$ cat config.mk
export PLATFORM = sky130hd
export DESIGN_NAME = unidad_de_busqueda_flat
export DESIGN_NICKNAME = d
export VERILOG_FILES = /design/src/rtl/unidad_de_busqueda_if.sv /design/src/rtl/unidad_de_busqueda.sv /design/src/flat_wrapper.sv
export SDC_FILE = /design/constraint.sdc
export NUM_CORES = 1
export LEC_CHECK = 0
export CORE_MARGIN = 4
export CORE_UTILIZATION = 55
export CTS_BUF_LIST = sky130_fd_sc_hd__clkbuf_2
export DETAILED_ROUTE_END_ITERATION = 16
export PLACE_DENSITY = 0.79
export SLEW_MARGIN = 0
export SYNTH_ARGS = -nofsm -noshare
export SYNTH_HDL_FRONTEND = slang
export SYNTH_SLANG_ARGS = --single-unit
$ cat constraint.sdc
create_clock -name Reloj -period 7.3 [get_ports Reloj]
set_input_delay 1.825 -clock Reloj [delete_from_list [all_inputs] [get_ports Reloj]]
set_output_delay 1.825 -clock Reloj [all_outputs]
set_load 0.02 [all_outputs]
$ cat src/rtl/unidad_de_busqueda_if.sv
// unidad_de_busqueda_if: instruction-memory read handshake between the fetch stage (master) and memory (slave)
interface unidad_de_busqueda_if #(
  parameter int ANCHO_DIR   = 8,
  parameter int ANCHO_INSTR = 16
);
  logic                   Mem_Solicitud;
  logic [ANCHO_DIR-1:0]   Mem_Direccion;
  logic                   Mem_Listo;
  logic [ANCHO_INSTR-1:0] Mem_Dato;
  modport master (output Mem_Solicitud, Mem_Direccion, input Mem_Listo, Mem_Dato);
  modport slave  (input Mem_Solicitud, Mem_Direccion, output Mem_Listo, Mem_Dato);
endinterface

$ cat src/rtl/unidad_de_busqueda.sv
// unidad_de_busqueda: prefetching instruction fetch stage feeding the control unit; BUSQUEDA_BYPASS_EN lets a response on an empty queue load Instruccion directly
module unidad_de_busqueda #(
  parameter int                   ANCHO_DIR       = 8,
  parameter int                   ANCHO_INSTR     = 16,
  parameter int                   PROF            = 4,
  parameter logic [ANCHO_DIR-1:0] VECTOR_REINICIO = '0
)(
  input  logic                    Reloj,
  input  logic                    Reiniciar,
  unidad_de_busqueda_if.master    mem,
  input  logic                    LoadIR,
  input  logic                    LoadPC,
  input  logic [1:0]              SelectPC,
  input  logic [ANCHO_DIR-1:0]    Destino,
  input  logic [ANCHO_DIR-1:0]    RegA,
  output logic [ANCHO_INSTR-1:0]  Instruccion,
  output logic                    Instruccion_Valida,
  output logic [ANCHO_DIR-1:0]    PC_Instr
);
  localparam int AP = $clog2(PROF);
  localparam logic [ANCHO_DIR-1:0] UNO = 1;
  typedef enum logic [1:0] {OCIOSO, ESPERA, DESCARTE} estado_t;
  estado_t                r_estado;
  logic                   r_sol;
  logic [ANCHO_DIR-1:0]   r_dir;
  logic [ANCHO_DIR-1:0]   r_pend;
  logic [ANCHO_INSTR-1:0] r_q_dato [PROF];
  logic [ANCHO_DIR-1:0]   r_q_dir  [PROF];
  logic [AP:0]            r_wr;
  logic [AP:0]            r_rd;
  logic [ANCHO_INSTR-1:0] r_instr;
  logic                   r_valida;
  logic [ANCHO_DIR-1:0]   r_pc;
  logic                   w_vacia;
  logic                   w_llena;
  logic                   w_listo;
  logic                   w_bypass;
  logic                   w_push;
  logic                   w_pop;
  logic [ANCHO_DIR-1:0]   w_destino;
  assign w_vacia   = r_wr == r_rd;
  assign w_llena   = (r_wr[AP] != r_rd[AP]) && (r_wr[AP-1:0] == r_rd[AP-1:0]);
  assign w_destino = SelectPC == 2'b00 ? r_pc + UNO :
                     SelectPC == 2'b01 ? Destino :
                     SelectPC == 2'b10 ? RegA : VECTOR_REINICIO;
  assign w_listo   = r_estado == ESPERA && mem.Mem_Listo;
`ifdef BUSQUEDA_BYPASS_EN
  assign w_bypass  = w_listo && LoadIR && !LoadPC && w_vacia;
`else
  assign w_bypass  = 1'b0;
`endif
  assign w_push    = w_listo && !LoadPC && !w_bypass;
  assign w_pop     = LoadIR && !LoadPC && !w_vacia;
  assign mem.Mem_Solicitud  = r_sol;
  assign mem.Mem_Direccion  = r_dir;
  assign Instruccion        = r_instr;
  assign Instruccion_Valida = r_valida;
  assign PC_Instr           = r_pc;
  // request FSM: one outstanding read; a redirect during a read is parked in r_pend so the address stays stable
  always_ff @(posedge Reloj or negedge Reiniciar)
    if (!Reiniciar) begin
      r_estado <= OCIOSO;
      r_sol    <= 1'b0;
      r_dir    <= VECTOR_REINICIO;
      r_pend   <= VECTOR_REINICIO;
    end else
      case (r_estado)
        OCIOSO: begin
          if (LoadPC) r_dir <= w_destino;
          if (LoadPC || !w_llena) begin
            r_estado <= ESPERA;
            r_sol    <= 1'b1;
          end
        end
        ESPERA:
          if (mem.Mem_Listo) begin
            r_estado <= OCIOSO;
            r_sol    <= 1'b0;
            r_dir    <= LoadPC ? w_destino : r_dir + UNO;
          end else if (LoadPC) begin
            r_estado <= DESCARTE;
            r_pend   <= w_destino;
          end
        DESCARTE: begin
          if (LoadPC) r_pend <= w_destino;
          if (mem.Mem_Listo) begin
            r_estado <= OCIOSO;
            r_sol    <= 1'b0;
            r_dir    <= LoadPC ? w_destino : r_pend;
          end
        end
        default: begin
          r_estado <= OCIOSO;
          r_sol    <= 1'b0;
        end
      endcase
  // queue storage: address and word of each kept response
  always_ff @(posedge Reloj)
    if (w_push) begin
      r_q_dato[r_wr[AP-1:0]] <= mem.Mem_Dato;
      r_q_dir[r_wr[AP-1:0]]  <= r_dir;
    end
  // queue pointers: a redirect empties the queue
  always_ff @(posedge Reloj or negedge Reiniciar)
    if (!Reiniciar) begin
      r_wr <= '0;
      r_rd <= '0;
    end else if (LoadPC) begin
      r_wr <= '0;
      r_rd <= '0;
    end else begin
      r_wr <= r_wr + {{AP{1'b0}}, w_push};
      r_rd <= r_rd + {{AP{1'b0}}, w_pop};
    end
  // instruction register: head of queue (or bypassed word) on LoadIR, invalidated by redirect or empty pop
  always_ff @(posedge Reloj or negedge Reiniciar)
    if (!Reiniciar) begin
      r_instr  <= '0;
      r_valida <= 1'b0;
      r_pc     <= '0;
    end else if (LoadPC)
      r_valida <= 1'b0;
    else if (LoadIR) begin
      r_valida <= w_pop || w_bypass;
      if (w_pop) begin
        r_instr <= r_q_dato[r_rd[AP-1:0]];
        r_pc    <= r_q_dir[r_rd[AP-1:0]];
      end else if (w_bypass) begin
        r_instr <= mem.Mem_Dato;
        r_pc    <= r_dir;
      end
    end
endmodule
$ cat src/flat_wrapper.sv
// flat-port wrapper written by rule: the top's interface ports become plain ports
module unidad_de_busqueda_flat 
#(
  parameter int                   ANCHO_DIR       = 8,
  parameter int                   ANCHO_INSTR     = 16,
  parameter int                   PROF            = 4,
  parameter logic [ANCHO_DIR-1:0] VECTOR_REINICIO = '0
)
  (Reloj, Reiniciar, LoadIR, LoadPC, SelectPC, Destino, RegA, Instruccion, Instruccion_Valida, PC_Instr, mem_Mem_Solicitud, mem_Mem_Direccion, mem_Mem_Listo, mem_Mem_Dato);
  unidad_de_busqueda_if #(.ANCHO_DIR(ANCHO_DIR), .ANCHO_INSTR(ANCHO_INSTR)) mem_i ();
  input  logic Reloj;
  input  logic Reiniciar;
  input  logic LoadIR;
  input  logic LoadPC;
  input  logic [1:0] SelectPC;
  input  logic [ANCHO_DIR-1:0] Destino;
  input  logic [ANCHO_DIR-1:0] RegA;
  output logic [ANCHO_INSTR-1:0] Instruccion;
  output logic Instruccion_Valida;
  output logic [ANCHO_DIR-1:0] PC_Instr;
  output wire logic [$bits(mem_i.Mem_Solicitud)-1:0] mem_Mem_Solicitud;
  output wire logic [$bits(mem_i.Mem_Direccion)-1:0] mem_Mem_Direccion;
  input wire logic [$bits(mem_i.Mem_Listo)-1:0] mem_Mem_Listo;
  input wire logic [$bits(mem_i.Mem_Dato)-1:0] mem_Mem_Dato;
  assign mem_Mem_Solicitud = mem_i.Mem_Solicitud;
  assign mem_Mem_Direccion = mem_i.Mem_Direccion;
  assign mem_i.Mem_Listo = mem_Mem_Listo;
  assign mem_i.Mem_Dato = mem_Mem_Dato;
  unidad_de_busqueda #(.ANCHO_DIR(ANCHO_DIR), .ANCHO_INSTR(ANCHO_INSTR), .PROF(PROF), .VECTOR_REINICIO(VECTOR_REINICIO)) u_core (.Reloj(Reloj), .Reiniciar(Reiniciar), .mem(mem_i), .LoadIR(LoadIR), .LoadPC(LoadPC), .SelectPC(SelectPC), .Destino(Destino), .RegA(RegA), .Instruccion(Instruccion), .Instruccion_Valida(Instruccion_Valida), .PC_Instr(PC_Instr));
endmodule
==> flow_summary.toml <==
[route]
postRouteAntennaNets = 0
wl_mm = 12.14
wl_met1_mm = 5.033
num_vias = 3625
vias_per_cell = 5.866
first_iter_violations = 341
drt_pass1_iterations = 5
wl_met2_mm = 6.340
wl_met3_um = 606
drcViolationCount = 0
routedWlPerCell_um = 19.64
dr.max_layer_used = "met4"

[clock_tree]
cts_tree = "built"
post_cts_resized = 0
ctsHoldBuffers = 0
clkTransAtPathRegs_ns = 0.19
clock_latency_ns = 0.65
clock-sinks = 146
cts_root_buffer = "clkbuf_2"
cts_buffers = 17
cts.htree.levels = 4
post-cts-setup-buffers = 0
cts.path.max_buffers = 2

[sta]
hold_viol = 0
drv_slew = 0
relSlewSlack_pct = 32.49
clock.fmax_mhz = 265.2
setup_viol = 0
fin_worst_skew_ns = 0.02634
tns_ns = 0
period_needed_ns = 3.771
finalCritPeriodShare_pct = 51.66
rsz0062_at_grt = "no"
layout_setup_ws_ns = 3.529
whs_ns = 0.5193
tightest_slew_ns = 1.013

[yosys]
synth_enable_flop_cells = 96
synth_seq_area_share_pct = 65.63
synth_commonest_cells = "96 x edfxtp_1, 50 x dfrtp_1, 22 x nor2_1"
synth_flop_cell = "edfxtp_1"
synthTopCellsByArea = "edfxtp_1 46%, dfrtp_1 20%, mux4_2 7.2%"
synth_area_leader_cell = "edfxtp_1"
synth_area_per_cell_um2 = 16.32
syn_area_um2 = 6299
synth_cell_types = 49
netlist_instances = 386
post-synth-top-count-cell = "edfxtp_1"
async_flop_share_pct = 34.25
synth-seq-cells = 146
syn_nets = 435
ys_warn_count = 0
synth_top_area_share_pct = 45.77

[die]
die_w_um = 115.0
ios = 73
row_count = 38
dieArea_um2 = 13230
die_h_um = 115.0
core_area_um2 = 11030
initial_core_util_pct = 57.10

[global_routing]
grt_pass1_wl_mm = 19.43
grt_max_degree = 51
grt_use_total_pct = 19.43
overflow = 0
antenna_found_initial = 0
grt_pass1_vias = 3674

[power_and_ir_drop]
p_sw_share_pct = 34.15
leakage_nw = 2.684
power_w = 0.002377
combPwrFrac_pct = 32.7
p_clk_share_pct = 17.0
power_switching_w = 0.0008118
p_seq_share_pct = 50.2
p_per_area_nw_per_um2 = 325.0
peakVddDrop_mv = 0.1652
power.internal_w = 0.001565

[layout]
antennaDiodeCount = 0
finalInstanceArea_um2 = 7315
area_delta_synth_final_pct = 16.13
layout-drive-gt1-share_pct = 20.08
nets = 514

[critical_path]
critical_path.max_stage_delay_ns = 0.97
reg2reg_slack_ns = 4.67
worstPathCellList = "clkdlybuf4s50_1 > o21ai_0 > a21oi_1 > mux2_2"
critical_path_arrival_ns = 4.32
crit_fanout = 23
cp-start-kind = "input port"
cp_slowest_cell = "clkdlybuf4s50_1"
crit_path_end_kind = "flip-flop"
critical_path_class = "in2reg"
required_ns = 7.85

[status]
status = "finished clean"

[min_path]
hold_path.class = "reg2reg"

[place]
post-place-ws_ns = 2.906
placed_cell_area_um2 = 7109
portBuffers = 72
dp_hpwl_mm = 7.862
gp_congestion = 0.8615

[run]
drv_cap = 0
## layout by cell type (no fill, tap or decap), types with 5 or more instances in the layout
cell type	instances
and3_1	5
a21oi_1	13
edfxtp_1	96
mux2_4	18
nor2b_1	10
clkdlybuf4s50_1	71
nand3_1	8
clkbuf_2	19
nor2_1	20
buf_4	7
mux4_2	20
nand2_1	19
inv_1	8
dfrtp_1	49
xnor2_1	5
o21ai_0	15
mux2_2	9
ha_1	10
## registers in the layout, indices dropped and copies added (netlist names)
register                   cells
u_core.r_q_dato               64
u_core.r_q_dir                32
u_core.Instruccion            16
u_core.PC_Instr                8
u_core.mem.Mem_Direccion       8
u_core.r_pend                  8
u_core.r_rd                    3
u_core.r_wr                    3
u_core.r_estado                2
u_core.Instruccion_Valida      1
u_core.mem.Mem_Solicitud       1
## per-stage QoR
| stage | util, % | cells |
|---|---|---|
| after global routing | 66.31 | 618 |
| final | 66.31 | 618 |
| after global placement | 64.45 | 586 |
| after CTS | 66.31 | 618 |
| after floorplan | - | 386 |
| after detailed placement | 64.45 | 586 |
## kinds of logic (layout without fill, tap and decap cells)
kind of cell | count (synthesis) | in the layout | share of synthesized area, %
AOI/OAI and AO/OA | 64 | 64 | 6.953
xor gates and xnor gates | 11 | 11 | 1.768
adders and majority gates | 10 | 10 | 1.986
buffers and inverters | 27 | 119 | 2.781
DFF | 146 | 146 | 65.63
muxes | 54 | 54 | 15.20
and+or+nand+nor | 74 | 74 | 5.682
## routing by layer
metal | global-route usage, % | vias up
li1 | - | 1647
met3 | 4.684 | 18
met5 | 0 | -
met4 | 6.182 | 0
met1 | 25.95 | 1839
met2 | 31.87 | 121
## critical path: cells and delay by family
kind | cells | cell delay, ns
buf+inv | 1 | 0.97
mux | 1 | 0.41
compound gates | 2 | 1.11
## final timing paths
check / startpoint / end / cells past startpoint
worst max-delay path: LoadPC / u_core.r_pend[0] / 4
worst min-delay path: u_core.mem.Mem_Solicitud / u_core.mem.Mem_Solicitud / 1
worst max register to register: u_core.r_estado[1] / u_core.r_pend[0] / 5
worst min register to register: u_core.mem.Mem_Solicitud / u_core.mem.Mem_Solicitud / 1
max in group asynchronous: Reiniciar / u_core.r_rd[0] / 2
min in group asynchronous: Reiniciar / u_core.Instruccion[13] / 2
## layout make-up
type | count | area, um2
clock buffers | 19 | 95.09
clock inverters | 13 | 110.1
fillers | 789 | 3716
inverters | 8 | 30.03
multi-input cells | 213 | 2001
flip-flops and latches | 146 | 4135
well taps | 140 | 175.2
repair buffers | 79 | 768.2
## power by group through the flow
| stage | clock, W | sequential (W) | combinational [W] |
|---|---|---|---|
| after global routing | 0.000452 | 0.00122 | 0.000836 |
| after CTS | 0.000416 | 0.00119 | 0.000781 |
| after detailed placement | 0 | 0.00121 | 0.000778 |
| after global placement | 0 | 0.00120 | 0.000760 |
| final | 0.000405 | 0.00119 | 0.000778 |
| after floorplan | 0 | 0.00127 | 0.000390 |
No activity file was read; power rests on OpenSTA's default activity.
